`config.mk`:
```
export PLATFORM = sky130hd
export DESIGN_NAME = bcd_display_scanner_flat
export DESIGN_NICKNAME = d
export VERILOG_FILES = /design/src/rtl/bcd_display_scanner_if.sv /design/src/rtl/bcd_display_scanner.sv /design/src/flat_wrapper.sv
export SDC_FILE = /design/constraint.sdc
export NUM_CORES = 1
export LEC_CHECK = 0
export CAP_MARGIN = 20
export CORE_MARGIN = 4
export CORE_UTILIZATION = 45
export DETAILED_ROUTE_END_ITERATION = 12
export DONT_BUFFER_PORTS = 1
export PLACE_DENSITY = 0.68
export SLEW_MARGIN = 30
export SYNTH_ARGS = -nofsm -noshare
export SYNTH_HDL_FRONTEND = slang
export SYNTH_SLANG_ARGS = --single-unit
```
`constraint.sdc`:
```
create_clock -name clock -period 2.7 [get_ports clock]
set_input_delay 0.54 -clock clock [delete_from_list [all_inputs] [get_ports clock]]
set_output_delay 0.54 -clock clock [all_outputs]
set_load 0.02 [all_outputs]
```
`src/rtl/bcd_display_scanner_if.sv`:
```
// Bus between a BCD value source and the multiplexed seven-segment scanner.
// The master supplies digits and the enable. The slave drives the active-low display lines.
interface bcd_display_scanner_if #(
    parameter int N_DIGITS = 2
);
    logic [N_DIGITS*4-1:0] bcd_in;
    logic                  bcd_valid;
    logic                  display_enable;
    logic [6:0]            segments;
    logic [N_DIGITS-1:0]   digit_enable;

    modport master (
        output bcd_in, bcd_valid, display_enable,
        input  segments, digit_enable
    );

    modport slave (
        input  bcd_in, bcd_valid, display_enable,
        output segments, digit_enable
    );
endinterface

```
`src/rtl/bcd_display_scanner.sv`:
```
// Time-multiplexed scanner for an N-digit common-anode seven-segment display.
// It has optional leading-zero blanking and an all-off gap at the end of each slot.
module bcd_display_scanner #(
    parameter int N_DIGITS            = 2,
    parameter int REFRESH_COUNT       = 50000,
    parameter int GAP_COUNT           = 500,
    parameter int BLANK_LEADING_ZEROS = 1
) (
    input  logic                   clock,
    input  logic                   reset_n,
    bcd_display_scanner_if.slave   bus
);

    localparam int CNT_W = (REFRESH_COUNT > 1) ? $clog2(REFRESH_COUNT) : 1;
    localparam int IDX_W = (N_DIGITS > 1) ? $clog2(N_DIGITS) : 1;

    localparam logic [CNT_W-1:0] CNT_LAST    = CNT_W'(REFRESH_COUNT - 1);
    localparam logic [CNT_W-1:0] CNT_ON_LAST = CNT_W'(REFRESH_COUNT - GAP_COUNT - 1);
    localparam logic [IDX_W-1:0] IDX_LAST    = IDX_W'(N_DIGITS - 1);

    typedef enum logic [1:0] {
        IDLE     = 2'd0,
        SCAN_ON  = 2'd1,
        SCAN_GAP = 2'd2
    } state_t;

    state_t                state, state_d;
    logic [CNT_W-1:0]      cnt, cnt_d, cnt_inc;
    logic [IDX_W-1:0]      idx, idx_d;
    logic [N_DIGITS*4-1:0] buffer;
    logic [N_DIGITS-1:0]   blank;
    logic [6:0]            seg_d;
    logic [N_DIGITS-1:0]   den_d;

    function automatic logic [6:0] decode(input logic [3:0] nib);
        case (nib)
            4'd0:    decode = 7'h40;
            4'd1:    decode = 7'h79;
            4'd2:    decode = 7'h24;
            4'd3:    decode = 7'h30;
            4'd4:    decode = 7'h19;
            4'd5:    decode = 7'h12;
            4'd6:    decode = 7'h02;
            4'd7:    decode = 7'h78;
            4'd8:    decode = 7'h00;
            4'd9:    decode = 7'h10;
            default: decode = 7'h3F;
        endcase
    endfunction

    // NOTE: sequential state uses non-blocking assignments so every register samples pre-edge values.
    always_ff @(posedge clock or negedge reset_n) begin
        if (!reset_n) begin
            state <= IDLE;
            cnt   <= '0;
            idx   <= '0;
        end else begin
            state <= state_d;
            cnt   <= cnt_d;
            idx   <= idx_d;
        end
    end

    // NOTE: the buffer is reset as well, so a value latched before reset can never reappear.
    always_ff @(posedge clock or negedge reset_n) begin
        if (!reset_n) begin
            buffer <= '0;
        end else if (bus.bcd_valid) begin
            buffer <= bus.bcd_in;
        end
    end

    assign cnt_inc = (cnt == CNT_LAST) ? '0 : cnt + 1'b1;

    // NOTE: every combinational output gets a default first, which prevents latch inference.
    always_comb begin
        state_d = state;
        cnt_d   = cnt;
        idx_d   = idx;
        case (state)
            IDLE: begin
                if (bus.bcd_valid) begin
                    state_d = SCAN_ON;
                    cnt_d   = '0;
                    idx_d   = '0;
                end
            end
            SCAN_ON: begin
                cnt_d = cnt_inc;
                if (cnt == CNT_ON_LAST) state_d = SCAN_GAP;
            end
            SCAN_GAP: begin
                cnt_d = cnt_inc;
                if (cnt == CNT_LAST) begin
                    state_d = SCAN_ON;
                    idx_d   = (idx == IDX_LAST) ? '0 : idx + 1'b1;
                end
            end
            default: state_d = IDLE;
        endcase
    end

    // A nibble is a leading zero when it and every nibble above it are zero; nibble 0 never is.
    always_comb begin
        logic zero_above;
        blank      = '0;
        zero_above = 1'b1;
        for (int i = N_DIGITS - 1; i >= 1; i--) begin
            zero_above = zero_above && (buffer[i*4 +: 4] == 4'd0);
            blank[i]   = (BLANK_LEADING_ZEROS != 0) && zero_above;
        end
    end

    always_comb begin
        seg_d = 7'h7F;
        den_d = '1;
        if (state == SCAN_ON && bus.display_enable) begin
            den_d[idx] = 1'b0;
            seg_d      = blank[idx] ? 7'h7F : decode(buffer[idx*4 +: 4]);
        end
    end

    always_ff @(posedge clock or negedge reset_n) begin
        if (!reset_n) begin
            bus.segments     <= 7'h7F;
            bus.digit_enable <= '1;
        end else begin
            bus.segments     <= seg_d;
            bus.digit_enable <= den_d;
        end
    end

endmodule

```
`src/flat_wrapper.sv`:
```
// flat-port wrapper written by rule: the top's interface ports become plain ports
module bcd_display_scanner_flat 
#(
    parameter int N_DIGITS            = 2,
    parameter int REFRESH_COUNT       = 50000,
    parameter int GAP_COUNT           = 500,
    parameter int BLANK_LEADING_ZEROS = 1
)
  (clock, reset_n, bus_bcd_in, bus_bcd_valid, bus_display_enable, bus_segments, bus_digit_enable);
  bcd_display_scanner_if #(.N_DIGITS(N_DIGITS)) bus_i ();
  input  logic clock;
  input  logic reset_n;
  input wire logic [$bits(bus_i.bcd_in)-1:0] bus_bcd_in;
  input wire logic [$bits(bus_i.bcd_valid)-1:0] bus_bcd_valid;
  input wire logic [$bits(bus_i.display_enable)-1:0] bus_display_enable;
  output wire logic [$bits(bus_i.segments)-1:0] bus_segments;
  output wire logic [$bits(bus_i.digit_enable)-1:0] bus_digit_enable;
  assign bus_i.bcd_in = bus_bcd_in;
  assign bus_i.bcd_valid = bus_bcd_valid;
  assign bus_i.display_enable = bus_display_enable;
  assign bus_segments = bus_i.segments;
  assign bus_digit_enable = bus_i.digit_enable;
  bcd_display_scanner #(.N_DIGITS(N_DIGITS), .REFRESH_COUNT(REFRESH_COUNT), .GAP_COUNT(GAP_COUNT), .BLANK_LEADING_ZEROS(BLANK_LEADING_ZEROS)) u_core (.clock(clock), .reset_n(reset_n), .bus(bus_i));
endmodule
```
==> summary.md <==
| Metric | Value |
|---|---|
| Status | `complete, no violations` |
| Fmax | `0.5104 GHz` |
| Core Rows | `23` |
| Crit-path cells | `inv_1, ha_1, mux2i_1, buf_4, or4b_1, xor2_1, nor2_1` |
| Post-DP HPWL | `2.745 mm` |
| Critical path startpoint category | `register` |
| CP arrival | `2.11 ns` |
| Post-Syn Area per Cell | `10.73 um2` |
| Final setup fails | `0` |
| Hold-fix buffer count after cts | `1` |
| Antenna-violating nets left | `0` |
| Setup tns final | `0 ns` |
| #FFs+latches synth | `36` |
| Register area share after synthesis | `45.71%` |
| Max-cap check violation count | `0` |
| HP Class | `input port to async pin` |
| CTS tree | `yes` |
| Die Span X | `74.60 um` |
| Worst-Skew Late Latency | `0.28 ns` |
| Synth area leaders | `dfrtp_1 (34%), dfstp_2 (12%), ha_1 (6.9%), mux2_2 (6.8%), mux2i_1 (4.0%)` |
| Async SR Flop Fraction | `100.0%` |
| CP Class | `register to register` |
| Drt first pass iters | `4` |
| CTS resizes | `0` |
| Synth unique cells | `46` |
| Core Footprint | `4144 um2` |
| Cell taking the most area after synthesis | `dfrtp_1` |
| H-tree depth | `2` |
| RSZ-0062 raised after global routing | `no` |
| Setup Buffers After CTS | `0` |
| Drt wl/cell | `15.57 um` |
| Clk Tree Root Cell | `clkbuf_8` |
| Clock transition at path regs | `0.07 ns` |
| Antenna violations before repair | `0` |
| Worst setup EP type | `register` |
| # diodes | `0` |
| Yosys warns | `0` |
| Static Leak | `0.9011 nW` |
| Worst path slowest cell | `or4b_1` |
| Peak per-stage delay on the critical path | `0.53 ns` |
| Relative slew slack | `61.59%` |
| Crit path buf inv count | `2` |
| Drt total wl | `3.737 mm` |
| Sink Count | `36` |
| Count leader, synth | `dfrtp_1` |
| Syn-to-layout area delta | `8.213%` |
| DR iter-0 viols | `28` |
| Port Buf Inserts | `0` |
| First-pass GRT wire length | `6.458 mm` |
| I/O pins | `21` |
| Min Tclk post-route | `1.959 ns` |
| Slew Limit Fails | `0` |
| Crit path max-delay family | `simple AND/OR/NAND/NOR gates` |
| Worst Tran Pin Value | `0.5761 ns` |
| # nets final | `212` |
| Gpl congestion | `0.8236` |
| Finished Cell Area | `2160 um2` |
| Critical Path RT | `2.85 ns` |
| Initial Util | `48.16%` |
| Share of layout cells above drive strength 1 | `18.95%` |
| DRC errors left | `0` |
| EDFF count, synth | `0` |
| Power Dens Cells | `816.8 nW/um2` |
| Synthesized cell area | `1996 um2` |
| Via/cell ratio | `5.979` |
| Total grt overflow | `0` |
| VDD IR-drop max | `0.5028 mV` |
| Syn nets | `209` |
| Most instantiated cells after synthesis | `dfrtp_1 (27), nor2_1 (15), mux2_2 (12), nand2_1 (12), ha_1 (11)` |
| Vias in the first global route | `1,409` |
| Num CTS Buffers | `5` |
| Most used flip-flop cell after synthesis | `dfrtp_1` |
| Clock skew | `0.004969 ns` |
| Die H | `74.60 um` |
| Hold violation count in the final report | `0` |
| Final period util | `72.56%` |
| Clock tree buffer depth | `2` |
| Area share of the largest cell type after synthesis | `33.86%` |
| Die Outline Area | `5564 um2` |
| Largest net degree at the start of global routing | `28` |
| Vias | `1,435` |
| CP max FO | `11` |
| Placed Area | `2037 um2` |
| Post-Syn Instances | `186` |
| Overall routing resource usage | `15.10%` |
stage by stage:
step	util, %	power, W	setup WS (ns)	hold slack [ns]	instances
floorplan	-	0.001203	1.015	0.2444	186
global placement	49.15	0.001310	0.8598	0.2459	231
detailed placement	49.15	0.001337	0.7389	0.2464	231
CTS	52.11	0.001778	0.7328	0.06114	240
global route	52.11	0.001894	0.6010	0.06108	240
finish	52.11	0.001764	0.7408	0.06626	240
sequential cells by signal, indices dropped and copies added (netlist names):
signal,count
u_core.buffer,8
u_core.bus.digit_enable,2
u_core.bus.segments,7
u_core.cnt,16
u_core.idx,1
u_core.state,2
worst paths after layout:
check,from,end,slack (ns),cells after the start
worst min register to register,u_core.buffer[3]$_DFFE_PN0P_,u_core.buffer[3]$_DFFE_PN0P_,0.52,1
worst min-delay path,reset_n,u_core.cnt[14]$_DFFE_PN0P_,0.07,1
worst max-delay path,u_core.state[0]$_DFFE_PN0P_,u_core.cnt[8]$_DFFE_PN0P_,0.74,7
min in group clock,bus_display_enable,u_core.bus.digit_enable[1]$_DFF_PN1_,0.32,1
max in group asynchronous,reset_n,u_core.buffer[7]$_DFFE_PN0P_,2.48,1
worst max register to register,u_core.state[0]$_DFFE_PN0P_,u_core.cnt[8]$_DFFE_PN0P_,0.74,7
logic make-up (layout without fill, tap and decap cells):
family | after synthesis | count (layout) | share of synthesized area [%]
flops | 36 | 36 | 45.71
compound gates | 30 | 30 | 10.60
buf+inv | 13 | 17 | 2.758
simple gates | 69 | 69 | 20.19
xor+xnor | 7 | 7 | 3.072
fa+ha+maj | 11 | 11 | 6.896
mux | 20 | 20 | 10.78
worst register-to-register path: cells and delay by family, from the launching register on:
family,cells,cell delay [ns]
and+or+nand+nor,2,0.59
DFF,1,0.40
xor gates and xnor gates,1,0.15
adders and majority gates,1,0.28
muxes,1,0.11
buffers and inverters,2,0.29
placed cells by master (no fill, tap or decap), types with 4 or more instances in the layout:
cell / instances
a21oi_1: 4
a22o_1: 4
clkbuf_8: 5
dfrtp_1: 27
dfstp_2: 9
ha_1: 11
inv_1: 7
mux2_2: 12
mux2i_1: 8
nand2_1: 12
nand3_1: 4
nand4_1: 7
nor2_1: 15
nor3_1: 5
nor4_1: 5
o21ai_0: 7
o31ai_1: 5
xnor2_1: 4
report_power, final:
group	switching [W]	internal (W)	total, W
clock network	0.000189	0.000237	0.000426
registers	0.0000901	0.000637	0.000727
logic	0.000374	0.000237	0.000611
layer usage:
metal,GRT usage [%],routed length (um)
met1,19.03,1686
met4,6.522,56
met3,4.324,183
met2,24.20,1811
met5,0,0
area by class of cell:
cell class | instances | area (um2)
clock buffer | 7 | 97.59
tap | 50 | 62.56
fill | 375 | 1984
multi-input combinational | 137 | 1028
sequential | 36 | 912.1
inverter | 7 | 26.28
timing repair buffer | 2 | 27.53
clock inverter | 1 | 5.005
Note: power is estimated with default switching activity, not from simulation.
